File: config.mk
export PLATFORM = sky130hd
export DESIGN_NAME = board_reset_strap
export DESIGN_NICKNAME = d
export VERILOG_FILES = /design/src/rtl/board_reset_strap_pkg.sv /design/src/rtl/sync_debounce.sv /design/src/rtl/board_reset_strap.sv
export SDC_FILE = /design/constraint.sdc
export NUM_CORES = 1
export LEC_CHECK = 0
export CAP_MARGIN = 20
export CORE_MARGIN = 5
export CORE_UTILIZATION = 62
export CTS_BUF_LIST = sky130_fd_sc_hd__clkbuf_4 sky130_fd_sc_hd__clkbuf_8
export DETAILED_ROUTE_END_ITERATION = 7
export PLACE_DENSITY = 0.8
export SYNTH_ARGS = -nofsm -noshare
export SYNTH_HDL_FRONTEND = slang
export SYNTH_SLANG_ARGS = --single-unit
File: constraint.sdc
create_clock -name i_clk -period 3.4 [get_ports i_clk]
set_clock_uncertainty 0.2 [all_clocks]
set_input_delay 0.51 -clock i_clk [delete_from_list [all_inputs] [get_ports i_clk]]
set_output_delay 0.51 -clock i_clk [all_outputs]
set_load 0.005 [all_outputs]
File: src/rtl/board_reset_strap_pkg.sv
// Shared state encodings, default timing constants and strap helpers for the
// board-level reset and mode-strap conditioning logic.
package board_reset_strap_pkg;

    localparam logic [1:0] ST_HOLD   = 2'd0;
    localparam logic [1:0] ST_SAMPLE = 2'd1;
    localparam logic [1:0] ST_RUN    = 2'd2;

    localparam int DEF_SYNC_STAGES     = 2;
    localparam int DEF_DEBOUNCE_CYCLES = 1000000;
    localparam int DEF_RST_HOLD_CYCLES = 16;

    typedef struct packed {
        logic boot;
        logic prog;
    } strap_t;

    function automatic logic strap_differs(input strap_t live, input strap_t held);
        return (live.boot != held.boot) | (live.prog != held.prog);
    endfunction

endpackage

File: src/rtl/sync_debounce.sv
// Two-or-more flop synchroniser followed by a counter debouncer; a new level is
// accepted only after DEBOUNCE_CYCLES consecutive differing samples.
module sync_debounce #(
    parameter int SYNC_STAGES     = 2,
    parameter int DEBOUNCE_CYCLES = 1000000
) (
    input  logic clk,
    input  logic rst,
    input  logic raw,
    output logic stable
);

    localparam int             CW       = $clog2(DEBOUNCE_CYCLES + 1);
    localparam logic [CW-1:0]  CNT_LAST = CW'(DEBOUNCE_CYCLES - 1);
    localparam logic [CW-1:0]  CNT_ONE  = CW'(1);

    logic [SYNC_STAGES-1:0] sync_r;
    logic [CW-1:0]          cnt_r;
    logic                   stable_r;
    logic                   synced_s;

    assign synced_s = sync_r[SYNC_STAGES-1];
    assign stable   = stable_r;

    // Synchroniser chain for the asynchronous raw pin
    always_ff @(posedge clk or posedge rst) begin
        if (rst) begin
            sync_r <= '0;
        end else begin
            sync_r <= {sync_r[SYNC_STAGES-2:0], raw};
        end
    end

    // Debounce counter: any return to the stable level restarts the count
    always_ff @(posedge clk or posedge rst) begin
        if (rst) begin
            cnt_r    <= '0;
            stable_r <= 1'b0;
        end else if (synced_s == stable_r) begin
            cnt_r <= '0;
        end else if (cnt_r == CNT_LAST) begin
            stable_r <= synced_s;
            cnt_r    <= '0;
        end else begin
            cnt_r <= cnt_r + CNT_ONE;
        end
    end

endmodule

File: src/rtl/board_reset_strap.sv
// Conditions the board reset button and mode switches, stretches the SoC reset
// and freezes the boot/prog straps once per reset release.
module board_reset_strap
    import board_reset_strap_pkg::*;
#(
    parameter int SYNC_STAGES     = DEF_SYNC_STAGES,
    parameter int DEBOUNCE_CYCLES = DEF_DEBOUNCE_CYCLES,
    parameter int RST_HOLD_CYCLES = DEF_RST_HOLD_CYCLES
) (
    input  logic       i_clk,
    input  logic       i_rst,
    input  logic       i_btn_rstn,
    input  logic       i_boot_mode,
    input  logic       i_prog_mode,
    output logic       o_sys_rstn,
    output logic       o_boot_mode,
    output logic       o_prog_mode,
    output logic       o_boot_led,
    output logic       o_strap_mismatch,
    output logic [1:0] o_state
);

    localparam int             HCW       = $clog2(RST_HOLD_CYCLES + 1);
    localparam logic [HCW-1:0] HOLD_LAST = HCW'(RST_HOLD_CYCLES - 1);
    localparam logic [HCW-1:0] HOLD_ONE  = HCW'(1);

    logic           rstn_db_s;
    strap_t         live_s;
    logic [1:0]     state_r,    state_nxt_s;
    logic [HCW-1:0] hold_cnt_r, hold_cnt_nxt_s;
    logic           sys_rstn_r, sys_rstn_nxt_s;
    strap_t         strap_r,    strap_nxt_s;
    logic           mismatch_r, mismatch_nxt_s;

    sync_debounce #(.SYNC_STAGES(SYNC_STAGES), .DEBOUNCE_CYCLES(DEBOUNCE_CYCLES)) u_btn (
        .clk(i_clk), .rst(i_rst), .raw(i_btn_rstn), .stable(rstn_db_s)
    );
    sync_debounce #(.SYNC_STAGES(SYNC_STAGES), .DEBOUNCE_CYCLES(DEBOUNCE_CYCLES)) u_boot (
        .clk(i_clk), .rst(i_rst), .raw(i_boot_mode), .stable(live_s.boot)
    );
    sync_debounce #(.SYNC_STAGES(SYNC_STAGES), .DEBOUNCE_CYCLES(DEBOUNCE_CYCLES)) u_prog (
        .clk(i_clk), .rst(i_rst), .raw(i_prog_mode), .stable(live_s.prog)
    );

    // Next-state logic; a pressed button overrides every state
    always_comb begin
        state_nxt_s    = state_r;
        hold_cnt_nxt_s = hold_cnt_r;
        sys_rstn_nxt_s = sys_rstn_r;
        strap_nxt_s    = strap_r;
        if (!rstn_db_s) begin
            state_nxt_s    = ST_HOLD;
            hold_cnt_nxt_s = '0;
            sys_rstn_nxt_s = 1'b0;
        end else begin
            case (state_r)
                ST_HOLD: begin
                    if (hold_cnt_r == HOLD_LAST) begin
                        state_nxt_s    = ST_SAMPLE;
                        hold_cnt_nxt_s = '0;
                    end else begin
                        hold_cnt_nxt_s = hold_cnt_r + HOLD_ONE;
                    end
                end
                ST_SAMPLE: begin
                    strap_nxt_s    = live_s;
                    sys_rstn_nxt_s = 1'b1;
                    state_nxt_s    = ST_RUN;
                end
                ST_RUN: begin
                    sys_rstn_nxt_s = 1'b1;
                end
                default: begin
                    state_nxt_s    = ST_HOLD;
                    hold_cnt_nxt_s = '0;
                    sys_rstn_nxt_s = 1'b0;
                end
            endcase
        end
        mismatch_nxt_s = (state_r == ST_RUN) & strap_differs(live_s, strap_r);
    end

    // State, counter and registered outputs
    always_ff @(posedge i_clk or posedge i_rst) begin
        if (i_rst) begin
            state_r    <= ST_HOLD;
            hold_cnt_r <= '0;
            sys_rstn_r <= 1'b0;
            strap_r    <= '0;
            mismatch_r <= 1'b0;
        end else begin
            state_r    <= state_nxt_s;
            hold_cnt_r <= hold_cnt_nxt_s;
            sys_rstn_r <= sys_rstn_nxt_s;
            strap_r    <= strap_nxt_s;
            mismatch_r <= mismatch_nxt_s;
        end
    end

    assign o_sys_rstn       = sys_rstn_r;
    assign o_boot_mode      = strap_r.boot;
    assign o_prog_mode      = strap_r.prog;
    assign o_boot_led       = strap_r.boot;
    assign o_strap_mismatch = mismatch_r;
    assign o_state          = state_r;

endmodule

==> run_results.csv, run 1 <==
group,metric,value,unit
place,portBuffers,11,
cts,cts_hold_buf,0,
cts,post-cts-setup-buffers,0,
floorplanning,die_h,89.4,um
setup_path,critPathKind,"reg2reg",
floorplanning,die_area,8000,sq um
cts,postCtsResizedCells,0,
routing,first_iter_violations,129,
yosys,ys_top_cells_by_count,"dfrtp_1 (80), nor2_1 (54), xnor2_1 (34)",
yosys,ys_ff_latch,80,
routing,drcViolationCount,0,
yosys,synth_area_leader_cell,"dfrtp_1",
sta,slew_violations,0,
setup_path,worst_ep_arrival_time,2590,ps
routing,avgRoutedWirePerCell,14.6,um
setup_path,reg2reg_depth,4,
routing,dr.pass1.iters,4,
pwr,p_leak,1.72,nW
yosys,yosysWarnings,0,
yosys,synth_cells,387,
global_route,grt_overflow,0,
global_route,antenna_found_initial,0,
yosys,synth.top_cell.area_share,51.2,%
setup_path,required,3400,ps
sta,hold_slack,157,ps
global_route,first_global_vias,2890,
cts,clk_transition_reported_paths,70,ps
routing,drt_wl_total,7020,um
sta,min_period,2590,ps
sta,period_share,76.3,%
place,globalplace.congestion,0.883,
pwr,ir_worst_vdd,0.000327,V
sta,tightestPinTransition,732,ps
yosys,synth.distinct_cells,38,
routing,drtAntennaViolNets,0,
sta,rsz0062_at_grt,"false",
cts,insertion_delay,350,ps
floorplanning,fp.coreArea,6240,sq um
cts,tritoncts,"built",
yosys,synthArstFlopShare,100,%
pwr,power_density,401,nW/um^2
place,hpwl,4860,um
min_path,hold_depth,0,
sta,hold_viol,0,
cts,cts.sinks,80,
yosys,synth_nets,400,
routing,vias_per_cell,5.87,
floorplanning,die_w,89.4,um
sta,final.setup.tns,0,ps
cts,cts_buffers,9,
final_layout,antenna_cells,0,
setup_path,crit_fanout,19,
final_layout,drive_gt1_share,7.90,%
sta,relSlewSlack,51.2,%
global_route,grtUsageTotal,20.4,%
final_layout,fin_nets,414,
sta,setup_viol,0,
cts,h-tree-depth,3,
cts,clk_path_buf_depth,2,
global_route,grt_pass1_wl,12600,um
yosys,syn_area_per_cell,10.1,sq um
routing,dr_total_vias,2831,
yosys,synth-edff-count,0,
yosys,synthFlopType,"dfrtp_1",
global_route,grt_max_degree,53,
floorplanning,fp-row-count,29,
setup_path,end_kind,"flop",
yosys,synth.most_common_cell,"dfrtp_1",
final_layout,syn_to_final_growth,9.79,%
min_path,min-delay-path-class,"reg2reg",
status,status,"complete, no violations",
sta,fmax,386,MHz
floorplanning,io_pins,12,
run,cap_viol_max_count,0,
setup_path,start_kind,"flop",
yosys,synth_area,3910,sq um
yosys,synth.area.top_cells,"dfrtp_1 (51%), xnor2_1 (7.6%), nor2_1 (5.2%)",
yosys,synth-seq-area-share,51.2,%
floorplanning,initial_utilization,62.7,%
cts,cts-root-buf,"clkbuf_8",
-- stage by stage --
step | util [%] | total power, mW | setup slack (ps) | cells | cell area (sq um)
final | 68.8 | 1.72 | 806 | 482 | 4290
after global routing | 68.8 | 1.80 | 659 | 482 | 4290
after CTS | 68.8 | 1.74 | 795 | 482 | 4290
after detailed placement | 65.7 | 1.05 | 813 | 467 | 4100
after global placement | 65.7 | 1.05 | 858 | 467 | 4100
after floorplan | - | 1.03 | 638 | 387 | 3910
-- path summary, 6_finish.rpt --
kind / startpoint / slack [ps] / to
setup / recovery: u_boot.cnt_r[13] / 810 / u_boot.cnt_r[2]
setup reg to reg: u_boot.cnt_r[13] / 810 / u_boot.cnt_r[2]
hold reg to reg: u_boot.sync_r[0] / 160 / u_boot.sync_r[1]
max in group asynchronous: i_rst / 2100 / u_boot.cnt_r[0]
hold / removal: u_boot.sync_r[0] / 160 / u_boot.sync_r[1]
min in group asynchronous: i_rst / 280 / u_btn.sync_r[0]
-- layout by cell type, fill, tap and decap left out, drive strengths merged, types with 11 or more instances in the layout --
cell type / synthesis / layout
clkbuf: 9 / 12
nor3: 12 / 12
dfrtp: 80 / 80
xor2: 13 / 13
nand2: 20 / 20
inv: 14 / 13
xnor2: 34 / 34
a21oi: 14 / 14
nand4: 21 / 21
clkdlybuf4s50: 0 / 11
nor4: 11 / 11
nand3: 23 / 23
nor2: 54 / 54
-- critical path, stage by stage (launching register included) --
cell	delay, ps
dfrtp_1	440
or4b_1	510
or4_4	540
o31ai_4	610
nor2_1	130
-- power by group --
part / switching (mW) / internal, mW / total (mW)
clock: 0.321 / 0.371 / 0.692
combinational: 0.0378 / 0.0185 / 0.0564
sequential: 0.0118 / 0.963 / 0.975
total: 0.370 / 1.35 / 1.72
-- kinds of logic after synthesis --
group	after synthesis	share of synthesized area (%)
xor+xnor	47	10.5
compound gates	36	6.34
fa+ha+maj	8	2.56
buf+inv	25	2.75
mux	8	2.24
flops	80	51.2
simple gates	183	24.4
-- flip-flops by register name, indices dropped and copies added (netlist names) --
register / cells
u_boot.cnt_r: 20
u_btn.cnt_r: 20
u_prog.cnt_r: 20
hold_cnt_r: 5
o_state: 2
u_boot.sync_r: 2
u_btn.sync_r: 2
u_prog.sync_r: 2
o_boot_led: 1
o_prog_mode: 1
o_strap_mismatch: 1
o_sys_rstn: 1
u_boot.stable: 1
u_btn.stable: 1
u_prog.stable: 1
-- per-layer routing --
layer,routed length [um],track usage [%],up-vias
met5,0,0,-
met4,133,8.12,0
met3,235,5.07,16
met2,3530,34.4,53
met1,3120,25.1,1373
li1,-,-,1389
-- layout make-up --
cell class,count,area (sq um)
repair buffers,14,145
clock buffers,12,153
flip-flops and latches,80,2000
clock inverters,3,42.5
fillers,499,1950
multi-input cells,282,1800
inverters,14,53.8
well taps,77,96.3
No activity file was read; power rests on OpenSTA's default activity.
==> run 2: changes to the inputs <==
clock period = 2.5 ns   (was 3.4 ns; I/O delays follow)
==> run 2 against run 1 <==
Sequential cell count is the same. Utilization grew 1.2 points. Die area is the same. Highest routed layer unchanged. Worst setup slack lost 660 ps. Sequential power grew 35%. Critical endpoint is now u_boot.stable. Clock power grew 56%. Sequential share of layout area shrank 0.78 points.
==> run_results.csv, run 2 (same netlist as run 1, synthesis figures left out) <==
group,metric,value,unit
cts,tritoncts,"built",
final_layout,antenna_cells,0,
routing,drt_wl_total,7220,um
setup_path,cp_cell_sequence,"or4b_1, or4_4, nor3_1, mux2_2",
pwr,seqPwrFrac,53.4,%
cts,postCtsResizedCells,0,
sta,setup_viol,0,
floorplanning,fp.coreArea,6240,sq um
sta,tightestPinTransition,554,ps
cts,insertion_delay,350,ps
global_route,grtUsageTotal,20.8,%
routing,dr.pass1.iters,4,
pwr,internal_power,1.93,mW
min_path,min-delay-path-class,"reg2reg",
setup_path,start_kind,"flop",
setup_path,critPathBufInv,0,
global_route,antenna_found_initial,0,
floorplanning,die_h,89.4,um
pwr,power_density,569,nW/um^2
pwr,p_comb_share,3.3,%
setup_path,critPathSlowestCell,"or4_4",
final_layout,fillerInstances,492,
final_layout,mostFrequentLayoutCells,"dfrtp_1 (80), nor2_1 (54), xnor2_1 (34)",
routing,drcViolationCount,0,
final_layout,syn_to_final_growth,11.6,%
global_route,grt_pass1_wl,13000,um
pwr,ir_worst_vdd,0.000431,V
sta,rsz0062_at_grt,"false",
routing,dr_total_vias,2878,
setup_path,end_kind,"flop",
pwr,p_leak,1.75,nW
cts,cts_buffers,9,
floorplanning,die_area,8000,sq um
sta,fmax,425,MHz
cts,cts_hold_buf,0,
cts,clk_transition_reported_paths,90,ps
final_layout,drive_gt1_share,9.25,%
global_route,grt_overflow,0,
final_layout,stdcell_area,4370,sq um
routing,avgRoutedWirePerCell,14.8,um
setup_path,worst_ep_arrival_time,2390,ps
cts,post-cts-setup-buffers,0,
place,hpwl,4790,um
floorplanning,initial_utilization,62.7,%
final_layout,final_common_cell,"dfrtp_1",
pwr,power,2.48,mW
sta,relSlewSlack,62.7,%
place,place_area,4140,sq um
place,globalplace.congestion,0.877,
setup_path,crit_fanout,5,
setup_path,critPathMaxStageDelay,540,ps
floorplanning,die_w,89.4,um
cts,cts.sinks,80,
sta,final.setup.tns,0,ps
sta,period_share,94.0,%
routing,first_iter_violations,136,
cts,cts-root-buf,"clkbuf_8",
place,portBuffers,11,
routing,drtAntennaViolNets,0,
sta,min_period,2350,ps
setup_path,critPathKind,"reg2reg",
floorplanning,io_pins,12,
floorplanning,fp-row-count,29,
final_layout,reg_top3,"u_boot.cnt_r: 20 flops, u_btn.cnt_r: 20 flops, u_prog.cnt_r: 20 flops",
status,status,"complete, no violations",
pwr,clockPowerShare,43.4,%
run,cap_viol_max_count,0,
final_layout,finalNonFillerCells,488,
pwr,p_switching,554,uW
place,placed_cells,472,
sta,slew_violations,0,
sta,hold_viol,0,
global_route,grt_max_degree,81,
routing,vias_per_cell,5.90,
setup_path,crit_family,"simple AND/OR/NAND/NOR gates",
cts,clk_path_buf_depth,2,
pwr,switching_share,22.3,%
global_route,first_global_vias,2880,
setup_path,required,2540,ps
cts,h-tree-depth,3,
final_layout,fin_nets,419,
==> run 2: worst register-to-register path, cell delays in order (launching register included) <==
cell	delay, ps
dfrtp_1	430
or4b_1	510
or4_4	540
nor3_1	200
mux2_2	360
==> run 2: cell type report <==
class / count / area, sq um / share of cell area [%]
Tap cell: 77 / 96.3 / 2.21
Clock inverter: 6 / 90.1 / 2.06
Multi-Input combinational cell: 282 / 1800 / 41.2
Timing Repair Buffer: 19 / 183 / 4.18
Sequential cell: 80 / 2000 / 45.9
Inverter: 14 / 56.3 / 1.29
Clock buffer: 10 / 138 / 3.15
==> run 2: through the flow <==
step                utilization, %  hold WS (ps)  worst slack [ps]
finish                        69.9           158               149
global route                  69.9           169              96.7
CTS                           69.9           157               153
detailed placement            66.3           136               181
global placement              66.3           134               217
floorplan                        -           131               189
==> run 2: path summary, 6_finish.rpt <==
kind | depth (start not counted) | start | slack [ps] | to
max | 4 | u_boot.cnt_r[13] | 150 | u_boot.stable
min | 0 | u_btn.sync_r[0] | 160 | u_btn.sync_r[1]
max reg2reg | 4 | u_boot.cnt_r[13] | 150 | u_boot.stable
min reg2reg | 0 | u_btn.sync_r[0] | 160 | u_btn.sync_r[1]
max in group asynchronous | 3 | i_rst | 1500 | u_boot.cnt_r[3]
min in group asynchronous | 3 | i_rst | 270 | u_btn.sync_r[0]
==> run 2: per-layer routing <==
| layer | part of all wire [%] | track usage [%] |
|---|---|---|
| met4 | 1.6 | 7.71 |
| met2 | 48 | 32.6 |
| met3 | 2.9 | 5.44 |
| met1 | 48 | 28.0 |
| met5 | 0 | 0 |
==> run 2: power by group through the flow <==
stage / clock network (mW) / logic (mW) / registers (mW)
2_1_floorplan: 0 / 0.0574 / 1.35
3_3_place_gp: 0 / 0.0818 / 1.35
3_5_place_dp: 0 / 0.0833 / 1.35
4_1_cts: 1.10 / 0.0837 / 1.33
5_1_grt: 1.15 / 0.0931 / 1.33
6_report: 1.08 / 0.0814 / 1.32
